$ cat src/rtl/mx_ifetch_queue_pkg.sv
// Shared MX fetch-path types and width defaults.
package mx_pkg;
    localparam int MX_ADDR_W = 8;
    localparam int MX_DATA_W = 8;

    typedef enum logic [1:0] {
        IDLE    = 2'd0,
        FETCH   = 2'd1,
        CAPTURE = 2'd2
    } fetch_state_e;
endpackage

$ cat src/rtl/mx_ifetch_queue_if.sv
// BIU fetch bus plus the decoder-side valid/ready instruction stream.
interface mx_ifetch_queue_if
    import mx_pkg::*;
#(
    parameter int ADDR_WIDTH = MX_ADDR_W,
    parameter int DATA_WIDTH = MX_DATA_W
);
    logic [ADDR_WIDTH-1:0] insp;
    logic                  ce_n;
    logic [DATA_WIDTH-1:0] insr;
    logic                  valid;
    logic                  ins_valid;
    logic                  ins_ready;
    logic [DATA_WIDTH-1:0] ins_data;
    logic [ADDR_WIDTH-1:0] ins_pc;

    modport master (
        output insp, ce_n, ins_valid, ins_data, ins_pc,
        input  insr, valid, ins_ready
    );

    modport slave (
        input  insp, ce_n, ins_valid, ins_data, ins_pc,
        output insr, valid, ins_ready
    );
endinterface

$ cat src/rtl/mx_sync_fifo.sv
// Small synchronous FIFO with clear and occupancy count.
module mx_sync_fifo #(
    parameter int WIDTH = 16,
    parameter int DEPTH = 4
) (
    input  logic                   clk,
    input  logic                   rst,
    input  logic                   clr,
    input  logic                   push,
    input  logic [WIDTH-1:0]       wdata,
    input  logic                   pop,
    output logic [WIDTH-1:0]       rdata,
    output logic [$clog2(DEPTH):0] count
);
    localparam int PW = $clog2(DEPTH);
    localparam logic [PW:0] FULL = (PW+1)'(DEPTH);

    logic [WIDTH-1:0] mem [DEPTH];
    logic [PW-1:0]    wptr;
    logic [PW-1:0]    rptr;
    logic             do_push;
    logic             do_pop;

    assign do_pop  = pop && (count != '0);
    assign do_push = push && ((count != FULL) || do_pop);
    assign rdata   = mem[rptr];

    always_ff @(posedge clk or negedge rst) begin
        if (!rst) begin
            wptr  <= '0;
            rptr  <= '0;
            count <= '0;
        end else if (clr) begin
            wptr  <= '0;
            rptr  <= '0;
            count <= '0;
        end else begin
            if (do_push) wptr <= wptr + PW'(1);
            if (do_pop)  rptr <= rptr + PW'(1);
            case ({do_push, do_pop})
                2'b10:   count <= count + (PW+1)'(1);
                2'b01:   count <= count - (PW+1)'(1);
                default: count <= count;
            endcase
        end
    end

    // Storage needs no reset; entries are only read behind a valid count.
    always_ff @(posedge clk) begin
        if (do_push && !clr) mem[wptr] <= wdata;
    end
endmodule

$ cat src/rtl/mx_ifetch_queue.sv
// Instruction prefetch stage: owns the fetch PC, drives the BIU and
// queues returned words with their addresses for the decoder.
module mx_ifetch_queue
    import mx_pkg::*;
#(
    parameter int                    ADDR_WIDTH = MX_ADDR_W,
    parameter int                    DATA_WIDTH = MX_DATA_W,
    parameter int                    DEPTH      = 4,
    parameter logic [ADDR_WIDTH-1:0] RESET_PC   = '0
) (
    input  logic                   clk,
    input  logic                   rst,
    mx_ifetch_queue_if.master      bus,
    input  logic                   fetch_en,
    input  logic                   redirect,
    input  logic [ADDR_WIDTH-1:0]  redirect_pc,
    output logic [$clog2(DEPTH):0] count
);
    localparam int CW = $clog2(DEPTH) + 1;
    localparam logic [CW-1:0] FULL = CW'(DEPTH);
    localparam int EW = ADDR_WIDTH + DATA_WIDTH;

    fetch_state_e          state;
    logic [ADDR_WIDTH-1:0] pc;
    logic [ADDR_WIDTH-1:0] insp_q;
    logic                  ce_n_q;
    logic                  discard;
    logic                  start;
    logic                  push;
    logic                  pop;
    logic [EW-1:0]         head;

    assign start = (state == IDLE) && fetch_en && !redirect && (count < FULL);
    assign push  = (state == CAPTURE) && !discard && !redirect;
    assign pop   = bus.ins_valid && bus.ins_ready;

    assign bus.insp      = insp_q;
    assign bus.ce_n      = ce_n_q;
    assign bus.ins_valid = (count != '0);
    assign bus.ins_pc    = head[EW-1:DATA_WIDTH];
    assign bus.ins_data  = head[DATA_WIDTH-1:0];

    always_ff @(posedge clk or negedge rst) begin
        if (!rst) begin
            state   <= IDLE;
            pc      <= RESET_PC;
            insp_q  <= RESET_PC;
            ce_n_q  <= 1'b1;
            discard <= 1'b0;
        end else begin
            case (state)
                IDLE: begin
                    if (start) begin
                        insp_q <= pc;
                        ce_n_q <= 1'b0;
                        state  <= FETCH;
                    end
                end
                FETCH: begin
                    // The bus read always runs to completion; a flush only marks it stale.
                    if (redirect) discard <= 1'b1;
                    if (bus.valid) begin
                        ce_n_q <= 1'b1;
                        state  <= CAPTURE;
                    end
                end
                CAPTURE: begin
                    if (push) pc <= insp_q + ADDR_WIDTH'(1);
                    discard <= 1'b0;
                    state   <= IDLE;
                end
                default: state <= IDLE;
            endcase
            if (redirect) pc <= redirect_pc;
        end
    end

    mx_sync_fifo #(
        .WIDTH (EW),
        .DEPTH (DEPTH)
    ) u_fifo (
        .clk   (clk),
        .rst   (rst),
        .clr   (redirect),
        .push  (push),
        .wdata ({insp_q, bus.insr}),
        .pop   (pop),
        .rdata (head),
        .count (count)
    );
endmodule

$ cat src/flat_wrapper.sv
// flat-port wrapper written by rule: the top's interface ports become plain ports
module mx_ifetch_queue_flat import mx_pkg::*;
#(
    parameter int                    ADDR_WIDTH = MX_ADDR_W,
    parameter int                    DATA_WIDTH = MX_DATA_W,
    parameter int                    DEPTH      = 4,
    parameter logic [ADDR_WIDTH-1:0] RESET_PC   = '0
)
  (clk, rst, fetch_en, redirect, redirect_pc, count, bus_insp, bus_ce_n, bus_ins_valid, bus_ins_data, bus_ins_pc, bus_insr, bus_valid, bus_ins_ready);
  mx_ifetch_queue_if #(.ADDR_WIDTH(ADDR_WIDTH), .DATA_WIDTH(DATA_WIDTH)) bus_i ();
  input  logic clk;
  input  logic rst;
  input  logic fetch_en;
  input  logic redirect;
  input  logic [ADDR_WIDTH-1:0] redirect_pc;
  output logic [$clog2(DEPTH):0] count;
  output wire logic [$bits(bus_i.insp)-1:0] bus_insp;
  output wire logic [$bits(bus_i.ce_n)-1:0] bus_ce_n;
  output wire logic [$bits(bus_i.ins_valid)-1:0] bus_ins_valid;
  output wire logic [$bits(bus_i.ins_data)-1:0] bus_ins_data;
  output wire logic [$bits(bus_i.ins_pc)-1:0] bus_ins_pc;
  input wire logic [$bits(bus_i.insr)-1:0] bus_insr;
  input wire logic [$bits(bus_i.valid)-1:0] bus_valid;
  input wire logic [$bits(bus_i.ins_ready)-1:0] bus_ins_ready;
  assign bus_insp = bus_i.insp;
  assign bus_ce_n = bus_i.ce_n;
  assign bus_ins_valid = bus_i.ins_valid;
  assign bus_ins_data = bus_i.ins_data;
  assign bus_ins_pc = bus_i.ins_pc;
  assign bus_i.insr = bus_insr;
  assign bus_i.valid = bus_valid;
  assign bus_i.ins_ready = bus_ins_ready;
  mx_ifetch_queue #(.ADDR_WIDTH(ADDR_WIDTH), .DATA_WIDTH(DATA_WIDTH), .DEPTH(DEPTH), .RESET_PC(RESET_PC)) u_core (.clk(clk), .rst(rst), .bus(bus_i), .fetch_en(fetch_en), .redirect(redirect), .redirect_pc(redirect_pc), .count(count));
endmodule
$ cat config.mk
export PLATFORM = sky130hd
export DESIGN_NAME = mx_ifetch_queue_flat
export DESIGN_NICKNAME = d
export VERILOG_FILES = /design/src/rtl/mx_ifetch_queue_pkg.sv /design/src/rtl/mx_ifetch_queue_if.sv /design/src/rtl/mx_sync_fifo.sv /design/src/rtl/mx_ifetch_queue.sv /design/src/flat_wrapper.sv
export SDC_FILE = /design/constraint.sdc
export NUM_CORES = 1
export LEC_CHECK = 0
export BUFFER_PORTS_ARGS = -buffer_cell sky130_fd_sc_hd__buf_2
export CORE_MARGIN = 4
export CORE_UTILIZATION = 45
export CTS_CLUSTER_DIAMETER = 30
export DETAILED_ROUTE_END_ITERATION = 16
export PLACE_DENSITY = 0.67
export SYNTH_ARGS = -nofsm -noshare
export SYNTH_HDL_FRONTEND = slang
export SYNTH_HIERARCHICAL = 1
export SYNTH_SLANG_ARGS = --single-unit
$ cat constraint.sdc
create_clock -name clk -period 2.2 [get_ports clk]
set_input_delay 0.33 -clock clk [delete_from_list [all_inputs] [get_ports clk]]
set_output_delay 0.33 -clock clk [all_outputs]
set_load 0.02 [all_outputs]
==> impl_results.md, run 1 <==
- Worst-Skew Late Latency: 0.35 ns
- Initial core utilization: between 40% and 50%
- TritonCTS Sinks: 91
- Crit path kind: reg2reg
- Vias in the first global route: approximately 2200
- Total grt overflow: 0
- Post-route ant nets: 0
- Max Freq: approximately 480 MHz
- Height of the die: about 100 microns
- Site Rows: 33
- Synth Instances: 237
- VDD IR max: slightly above 0.0004 V
- GP Congestion: about 0.80
- Pre-CTS setup slack: between 0.06 and 0.07 ns
- Drc violations: 0
- Port Buffers: 50
- Commonest non-fill, non-tap cell in the layout: edfxtp_1
- CTS tree: built
- Total CTS buffers: 9
- Core area: 0.00826 sq mm
- Post-Syn Nets: ~270
- Arrival time at the worst endpoint: 2.19 ns
- Status: finished clean
- Clk_skew: roughly 0.010 ns
- Clock root buffer: clkbuf_8
- Die Area: about 0.010 sq mm
- Final Hold Vio Count: 0
- ANT cells: 0
- H-tree depth: 3
- Num ports: 51
- Utilization after layout: between 50% and 60%
- Max cap viols: 0
- Initial antenna violation count: 0
- Final period util: a little over nine tenths
- Largest net degree at the start of global routing: 28
- Final nets: 331
- Synthesized area per cell: 16.2 sq um
- Worst Slack Setup Final: 0.101 ns
- EDFF count, synth: 64
- Chip width: 100 microns
- DRT Pass-1 Iters: 4
- Fin crit period: between 2 and 2.5 ns
- Most frequent cells in the layout: 64 x edfxtp_1, 50 x buf_2, 23 x dfrtp_1
- Hold Crit Class: in2reg
- Routed wire length: 6.85 mm
- Fin Hold WS: 0.175 ns
- Initial DRC count: between 40 and 50
- CP required: approximately 2.3 ns
- Final HPWL DP: 4.46 mm
- Share of post-route cells with drive strength above 1: 40.3%
- Cell Pwr Density: 797 mW/mm^2
- Post-synth ARST share: 29.7%
- Final setup viols: 0
- Number of synthesis warnings: 6
- Reg clk slew, reported paths: around 0.09 ns
- Final Max Tran Viols: 0
- Static leakage: roughly 1.7 nW
- Synthesis-to-finish area growth: 18.2%
- Worst Path Max Fanout: 16
- Via density: between 5 and 6
- GRT Resource Usage Total: 14.2%
- Register area share after synthesis: 67.7%
- Worst relative slew slack: between 50% and 60%
- Worst setup SP type: flip-flop
- Power, Total: 3.62 mW
- CTS Buffer Depth: 2
- First-pass GRT wire length: 10.9 mm
- Critical Path End Type: flip-flop
- Yosys cell types: 45
- Leading post-synthesis cells by cell area: edfxtp_1 50%, dfrtp_1 17%, mux4_2 9.4%
- Share of the synthesized area in the top cell type: roughly half
- Register bit count reported by yosys: between 90 and 100
- Avg WL per Cell: approximately 17 microns
- Unrepaired setup endpoints after global routing: false
- Primary FF master, synth: edfxtp_1
- Synthesized cell area: roughly 0.0038 sq mm
- Tightest Pin Transition: just over 0.6 ns
- Routed via count: approximately 2200
- Yosys top cell by area: edfxtp_1
==> state kept, by name, indices dropped and copies added (netlist names) <==
name / cells
u_core/pc: 8
u_core/u_fifo/count: 3
u_core/bus.ce_n: 1
u_core/u_fifo/rptr: 2
u_core/bus.insp: 8
u_core/discard: 1
u_core/state: 2
u_core/u_fifo/mem: 64
u_core/u_fifo/wptr: 2
==> metrics by stage <==
| step | instance area [sq um] | std cells | setup TNS, ns |
|---|---|---|---|
| 3_5_place_dp | 4290 | 392 | 0 |
| 2_1_floorplan | 3880 | 237 | -0.128 |
| 4_1_cts | 4500 | 409 | 0 |
| 5_1_grt | 4540 | 413 | 0 |
| 3_3_place_gp | 4290 | 392 | 0 |
| 6_report | 4540 | 413 | 0 |
==> cell families after synthesis <==
kind of cell | after synthesis | synth area share (%)
xor+xnor | 8 | 1.83
simple gates | 54 | 7.86
buf+inv | 20 | 2.48
compound gates | 30 | 5.15
mux | 28 | 12.8
fa+ha+maj | 6 | 2.15
flops | 91 | 67.7
==> worst max-delay path, stage by stage, from the launching register on <==
cell and delay [ns]:
dfrtp_2 0.41, or3_4 0.39, and2_4 0.17, buf_4 0.14
nor4b_2 0.25, nor3_1 0.07, buf_4 0.15, and2_4 0.24
==> metal layers <==
metal	wire [microns]	track usage (%)
met5	0	0
met4	51	3.73
met3	466	5.14
met2	3400	23.6
met1	2930	17.7
==> worst paths after layout <==
path / startpoint / to / slack [ns] / cells after the start
worst max-delay path: u_core/u_fifo/count[0] / u_core/u_fifo/mem[2][12] / 0.10 / 7
worst min-delay path: bus_valid / u_core/state[0] / 0.17 / 2
worst max register to register: u_core/u_fifo/count[0] / u_core/u_fifo/mem[2][12] / 0.10 / 7
worst min register to register: u_core/bus.ce_n / u_core/bus.ce_n / 0.49 / 2
max in group asynchronous: rst / u_core/u_fifo/count[2] / 1.25 / 2
min in group asynchronous: rst / u_core/state[1] / 0.52 / 2
==> cells in the mapped netlist, types with 2 or more instances <==
library cell   n
edfxtp_1      64
nor2_1        15
o221ai_1       2
and2_1         5
nand2_1       12
xor2_1         4
o21ai_0       11
nor3_1         3
a21o_1         2
buf_4          3
ha_1           5
nand3_1        2
inv_1          9
buf_2          7
xnor2_1        4
a311oi_1       2
mux2_2         9
and3_1         2
a21oi_1        4
mux2i_1        3
mux4_2        16
or3_1          4
dfrtp_1       26
o21bai_1       2
==> area by class of cell <==
class                      count  area (sq um)
inverter                       9          33.8
sequential                    91          2600
timing repair buffer          66           385
clock inverter                 7          80.1
clock buffer                   9           124
tap                          105           131
fill                         715          3720
multi-input combinational    126          1180
==> report_power, final <==
group | leakage (nW) | switching, mW | internal [mW]
Sequential | 0.912 | 0.146 | 1.97
Clock | 0.0996 | 0.581 | 0.532
Combinational | 0.700 | 0.214 | 0.169
==> what timing repair did <==
item                                    CTS  global route
setup buffers                             0             4
hold buffers                              1             0
endpoints found under the setup margin    0            65
endpoints found under the hold margin    26             0
resized for setup                         0             1
(Power assumes the default switching activity.)
==> run 2, diff against run 1 <==
--- a/config.mk
+++ b/config.mk
@@ -10,7 +10,6 @@
 export CORE_UTILIZATION = 45
 export CTS_CLUSTER_DIAMETER = 30
 export DETAILED_ROUTE_END_ITERATION = 16
-export PLACE_DENSITY = 0.67
 export SYNTH_ARGS = -nofsm -noshare
 export SYNTH_HDL_FRONTEND = slang
 export SYNTH_HIERARCHICAL = 1
==> constraint.sdc (replaced) <==
create_clock -name clk -period 2.1 [get_ports clk]
set_input_delay 0.315 -clock clk [delete_from_list [all_inputs] [get_ports clk]]
set_output_delay 0.315 -clock clk [all_outputs]
set_load 0.02 [all_outputs]
==> impl_results.md, run 2 (synthesized netlist as in run 1, its figures left out) <==
- Final period util: 101% (+5.9 points)
- Unrepaired setup endpoints after global routing: true
- Sum of negative setup slack: -0.0268 ns (-0.0268 ns)
- Design area: 0.00456 sq mm (+0.44%)
- Hold Crit Class: in2reg
- FF-to-FF setup slack: -0.03 ns (-0.13 ns)
- Tightest Pin Transition: 0.602 ns (-0.00805 ns)
- Total grt overflow: 0 (unchanged)
- GP Congestion: 0.818 (+2.8%)
- Status: finished, violations left
- Final HPWL DP: 4.54 mm (+1.8%)
- Drc violations: 0 (unchanged)
- Pre-CTS setup slack: -0.0356 ns (-0.103 ns)
- Register area: 0.00260 sq mm (unchanged)
- Post-Layout Cell Count: 415 (+0.48%)
- Worst Slack Setup Final: -0.0268 ns (-0.128 ns)
- Share of post-route cells with drive strength above 1: 41.0% (+0.71 points)
- GRT Resource Usage Total: 14.8% (+0.57 points)
- Synthesis-to-finish area growth: 18.7%
- Num ports: 51 (unchanged)
- Worst-Skew Late Latency: 0.35 ns (about the same)
- Crit path kind: reg2reg
- Final Max Tran Viols: 0 (unchanged)
- Worst Setup SP: u_core/u_fifo/count[0]
- Critical-path cell list: or3_4, and2_4, nand2b_4, nor2_2, fa_2, or4_1, a31oi_1
- DRT Pass-1 Iters: 4 (unchanged)
- Critical path's largest stage delay: 0.44 ns (+0.03 ns)
- Initial core utilization: 46.5% (unchanged)
- Failing checks: negative setup slack
- TritonCTS Sinks: 91 (unchanged)
- Routed wire length: 6.99 mm (+2.1%)
- Cell Pwr Density: 846 mW/mm^2 (+6.1%)
- Fin crit period: 2.13 ns (+0.0282 ns)
- Reg clk slew, reported paths: 0.10 ns (about the same)
- FF-to-FF path depth: 7 (unchanged)
- Final Hold Vio Count: 0 (unchanged)
- Post-route ant nets: 0 (unchanged)
- Routed via count: 2186 (-1.4%)
- ANT cells: 0 (unchanged)
- Clk_skew: 0.0113 ns (+0.000828 ns)
- Worst Path Max Fanout: 6 (-10)
- Arrival time at the worst endpoint: 2.40 ns (+0.21 ns)
- Initial DRC count: 84 (+95%)
- Via density: 5.27 (-1.9%)
- Utilization after layout: 55.2% (+0.24 points)
- Power, Total: 3.85 mW (+6.6%)
- CTS tree: built
- Worst r2r dst: u_core/u_fifo/count[2]
- Vias in the first global route: 2294 (+3.5%)
- Final setup viols: 1 (+1)
- Reg with most FFs: u_core/u_fifo/mem
- VDD IR max: 0.000419 V (+2.3%)
- Fin Hold WS: 0.167 ns (-0.00728 ns)
- H-tree depth: 3 (unchanged)
- Most frequent cells in the layout: 64 x edfxtp_1, 50 x buf_2, 23 x dfrtp_1
- Avg WL per Cell: 16.8 microns (+1.6%)
- Critical Path End Type: flip-flop
- CP max-delay cell: or4_1
- Max Freq: 470 MHz (-1.3%)
- Placed instance area: 0.00432 sq mm (+0.70%)
- Reg-to-reg startpoint: u_core/u_fifo/count[0]
- Clock root buffer: clkbuf_8
- Chip width: 100 microns (unchanged)
- Final nets: 333 (+0.60%)
- Worst relative slew slack: 59.9% (+0.54 points)
- Largest net degree at the start of global routing: 28 (unchanged)
- Area of the multi-input gates: 0.00118 sq mm (unchanged)
- First-pass GRT wire length: 11.3 mm (+3.7%)
- Core area: 0.00826 sq mm (unchanged)
- CTS Buffer Depth: 2 (unchanged)
- Total CTS buffers: 9 (unchanged)
- Fillers: 734 (+2.7%)
- Port Buffers: 50 (unchanged)
- Static leakage: 1.72 nW (+0.45%)
- CP required: 2.37 ns (+0.08 ns)
- Die Area: 0.0101 sq mm (unchanged)
- CP endpoint: u_core/u_fifo/count[2]
- Max cap viols: 0 (unchanged)
- Site Rows: 33 (unchanged)
- Max FFs per register: 64 (unchanged)
- Initial antenna violation count: 0 (unchanged)
- # placed instances: 396 (+1.0%)
- Height of the die: 100 microns (unchanged)
- Commonest non-fill, non-tap cell in the layout: edfxtp_1
- Worst setup SP type: flip-flop
run 2: cell count changes in the layout (fill, tap and decap cells not counted), sizes merged:
cell	previous run	this run
buf	65	67
clkinv	5	1
clkinvlp	1	2
inv	9	12
run 2: layer usage:
metal / GRT usage (%) / part of all wire (%) / vias to the layer above
li1: - / - / 1040
met1: 18.2 / 42 / 1082
met2: 25.6 / 52 / 56
met3: 3.41 / 4.8 / 8
met4: 5.28 / 1.0 / 0
met5: 0 / 0 / -
run 2: worst max-delay path, delay by kind of cell (launching register included):
kind	cells	cell delay, ns
AND/OR/NAND/NOR	5	1.10
flip-flops	1	0.41
adder cells (fa/ha/maj)	1	0.36
AO/OA/AOI/OAI	1	0.18
run 2: worst min path at each step:
stage	startpoint	cells after the start	slack, ns	to
global placement	rst	1	0.37	u_core/pc[3]
finish	redirect_pc[2]	3	0.17	u_core/pc[2]
detailed placement	rst	1	0.37	u_core/pc[3]
global route	bus_insr[3]	1	0.16	u_core/u_fifo/mem[0][3]
floorplan	rst	0	0.02	u_core/bus.insp[0]
CTS	redirect_pc[1]	3	0.16	u_core/pc[1]
run 2: power by group:
group	leakage (nW)	internal [mW]	total [mW]	switching [mW]
logic	0.707	0.186	0.415	0.229
clock network	0.0999	0.573	1.22	0.647
registers	0.912	2.07	2.22	0.151
run 2: timing repair:
action	4_1_cts	5_1_grt
resized for setup	1	0
setup endpoints to repair	1	1
cloned	0	0
hold endpoints to repair	26	0
hold buffers	1	0
pin swaps	0	2
setup buffers	0	2
run 2: final cells by class:
cell class	count	area share (%)
clock buffers	9	2.72
clock inverters	7	1.87
inverters	9	0.741
multi-input cells	126	25.9
flip-flops and latches	91	57.1
well taps	105	2.88
repair buffers	68	8.79
==> run 3, diff against run 2 <==
--- a/config.mk
+++ b/config.mk
@@ -10,6 +10,7 @@
 export CORE_UTILIZATION = 45
 export CTS_CLUSTER_DIAMETER = 30
 export DETAILED_ROUTE_END_ITERATION = 16
+export PLACE_DENSITY = 0.67
 export SYNTH_ARGS = -nofsm -noshare
 export SYNTH_HDL_FRONTEND = slang
 export SYNTH_HIERARCHICAL = 1
==> constraint.sdc (replaced) <==
create_clock -name clk -period 1.8 [get_ports clk]
set_input_delay 0.27 -clock clk [delete_from_list [all_inputs] [get_ports clk]]
set_output_delay 0.27 -clock clk [all_outputs]
set_load 0.02 [all_outputs]
==> impl_results.md, run 3 (synthesized netlist as in run 1, its figures left out) <==
- Commonest non-fill, non-tap cell in the layout: edfxtp_1
- Worst setup SP type: flip-flop
- Tightest Pin Transition: 0.610 ns (+0.00806 ns)
- Pre-CTS setup slack: -0.270 ns (-0.234 ns)
- Failing checks: negative setup slack
- Synthesis-to-finish area growth: 24.3%
- Final period util: 112% (+11 points)
- Final Max Tran Viols: 0 (unchanged)
- Share of post-route cells with drive strength above 1: 45.1% (+4.1 points)
- Chip width: 100 microns (unchanged)
- GP Congestion: 0.756 (-7.6%)
- Total CTS buffers: 9 (unchanged)
- Clk_skew: 0.00817 ns (-0.00308 ns)
- Core area: 0.00826 sq mm (unchanged)
- Site Rows: 33 (unchanged)
- Height of the die: 100 microns (unchanged)
- Cell Pwr Density: 923 mW/mm^2 (+9.2%)
- VDD IR max: 0.000507 V (+21%)
- TritonCTS Sinks: 91 (unchanged)
- Vias in the first global route: 2300 (+0.26%)
- Initial core utilization: 46.5% (unchanged)
- CP max-delay cell: dfrtp_2
- H-tree depth: 3 (unchanged)
- Max Freq: 495 MHz (+5.3%)
- Critical Path End Type: flip-flop
- Critical-path cell list: or3_4, and2_4, nand2b_4, nor2_2, fa_2, or4_1, a31oi_1
- Final Hold Vio Count: 0 (unchanged)
- Most frequent cells in the layout: 64 x edfxtp_1, 46 x buf_2, 25 x buf_4
- Total grt overflow: 0 (unchanged)
- Port Buffers: 50 (unchanged)
- Drc violations: 0 (unchanged)
- Avg WL per Cell: 17.2 microns (+2.4%)
- DRT Pass-1 Iters: 4 (unchanged)
- GRT Resource Usage Total: 15.5% (+0.65 points)
- Top delay family on crit path: simple AND/OR/NAND/NOR gates
- Unrepaired setup endpoints after global routing: true
- Reg clk slew, reported paths: 0.09 ns (about the same)
- Post-route ant nets: 0 (unchanged)
- Routed wire length: 7.43 mm (+6.3%)
- Worst Slack Setup Final: -0.220 ns (-0.193 ns)
- Initial antenna violation count: 0 (unchanged)
- Static leakage: 1.84 nW (+7.0%)
- Worst Path Buf+Inv: 0 (unchanged)
- ANT cells: 0 (unchanged)
- Final setup viols: 85 (+84)
- Worst-Skew Late Latency: 0.35 ns (about the same)
- CP required: 2.07 ns (-0.30 ns)
- Sum of negative setup slack: -12.04 ns (-12.01 ns)
- Largest net degree at the start of global routing: 28 (unchanged)
- Num ports: 51 (unchanged)
- Final HPWL DP: 4.50 mm (-0.79%)
- Reg with most FFs: u_core/u_fifo/mem
- Routed via count: 2298 (+5.1%)
- Final nets: 349 (+4.8%)
- Max cap viols: 0 (unchanged)
- Worst Path Max Fanout: 3 (-3)
- Arrival time at the worst endpoint: 2.29 ns (-0.11 ns)
- First-pass GRT wire length: 11.8 mm (+4.1%)
- Die Area: 0.0101 sq mm (unchanged)
- Hold Crit Class: in2reg
- CTS Buffer Depth: 2 (unchanged)
- Via density: 5.33 (+1.2%)
- Crit path kind: reg2reg
- Max FFs per register: 64 (unchanged)
- Clock root buffer: clkbuf_8
- Worst relative slew slack: 59.3% (-0.54 points)
- Critical path's largest stage delay: 0.41 ns (-0.03 ns)
- Fin crit period: 2.02 ns (-0.107 ns)
- Status: finished, violations left
- Initial DRC count: 87 (+3.6%)
- CTS tree: built
-- run 3: final cells by class --
type | count | area [sq um]
Clock buffer | 9 | 124
Clock inverter | 7 | 57.6
Fill cell | 676 | 3490
Inverter | 9 | 33.8
Multi-Input combinational cell | 130 | 1270
Sequential cell | 91 | 2600
Tap cell | 105 | 131
Timing Repair Buffer | 80 | 554
-- run 3: metrics by stage --
| stage | power [mW] | hold WS, ns | instances | area (sq um) | util, % |
|---|---|---|---|---|---|
| floorplan | 2.89 | -0.0256 | 237 | 3880 | - |
| global placement | 3.15 | 0.322 | 402 | 4360 | 52.8 |
| detailed placement | 3.16 | 0.324 | 402 | 4360 | 52.8 |
| finish | 4.40 | 0.121 | 431 | 4770 | 57.8 |
| global route | 4.63 | 0.0944 | 431 | 4770 | 57.8 |
| CTS | 4.44 | 0.101 | 425 | 4620 | 56.0 |
-- run 3: worst paths after layout --
kind	startpoint	end	slack, ns	depth (start not counted)
setup / recovery	u_core/u_fifo/count[0]	u_core/u_fifo/count[2]	-0.22	7
hold / removal	redirect_pc[6]	u_core/pc[6]	0.12	2
setup reg to reg	u_core/u_fifo/count[0]	u_core/u_fifo/count[2]	-0.22	7
hold reg to reg	u_core/pc[5]	u_core/bus.insp[5]	0.52	1
max in group asynchronous	rst	u_core/u_fifo/rptr[0]	0.91	2
min in group asynchronous	rst	u_core/u_fifo/count[0]	0.45	2
-- run 3: timing repair --
action / in CTS / in global routing
setup buffers: 2 / 6
pin swaps: 6 / 2
gates resized for setup: 7 / 16
hold buffers: 1 / 0
endpoints found under the hold margin: 26 / 0
setup endpoints to repair: 82 / 84
cloned: 4 / 2
-- run 3: where the power goes --
group | leakage, nW | switching [mW] | total [mW] | internal [mW]
Sequential | 0.911 | 0.126 | 2.54 | 2.41
Combinational | 0.839 | 0.335 | 0.595 | 0.260
Clock | 0.0902 | 0.746 | 1.27 | 0.524
Total | 1.84 | 1.21 | 4.40 | 3.20
-- run 3: metal layers --
metal	vias to the layer above	routed length (microns)	GRT usage (%)	share of wire [%]
li1	1078	-	-	-
met1	1157	3140	20.6	42
met4	0	72	3.94	0.97
met2	56	3770	24.8	51
met3	7	442	4.86	5.9
met5	-	0	0	0
-- run 3: worst reg2reg max path: stages, from the launching register on --
cell,delay [ns]
dfrtp_2,0.41
or3_4,0.38
and2_4,0.16
nand2b_4,0.07
nor2_2,0.04
fa_2,0.33
or4_1,0.40
a31oi_1,0.15
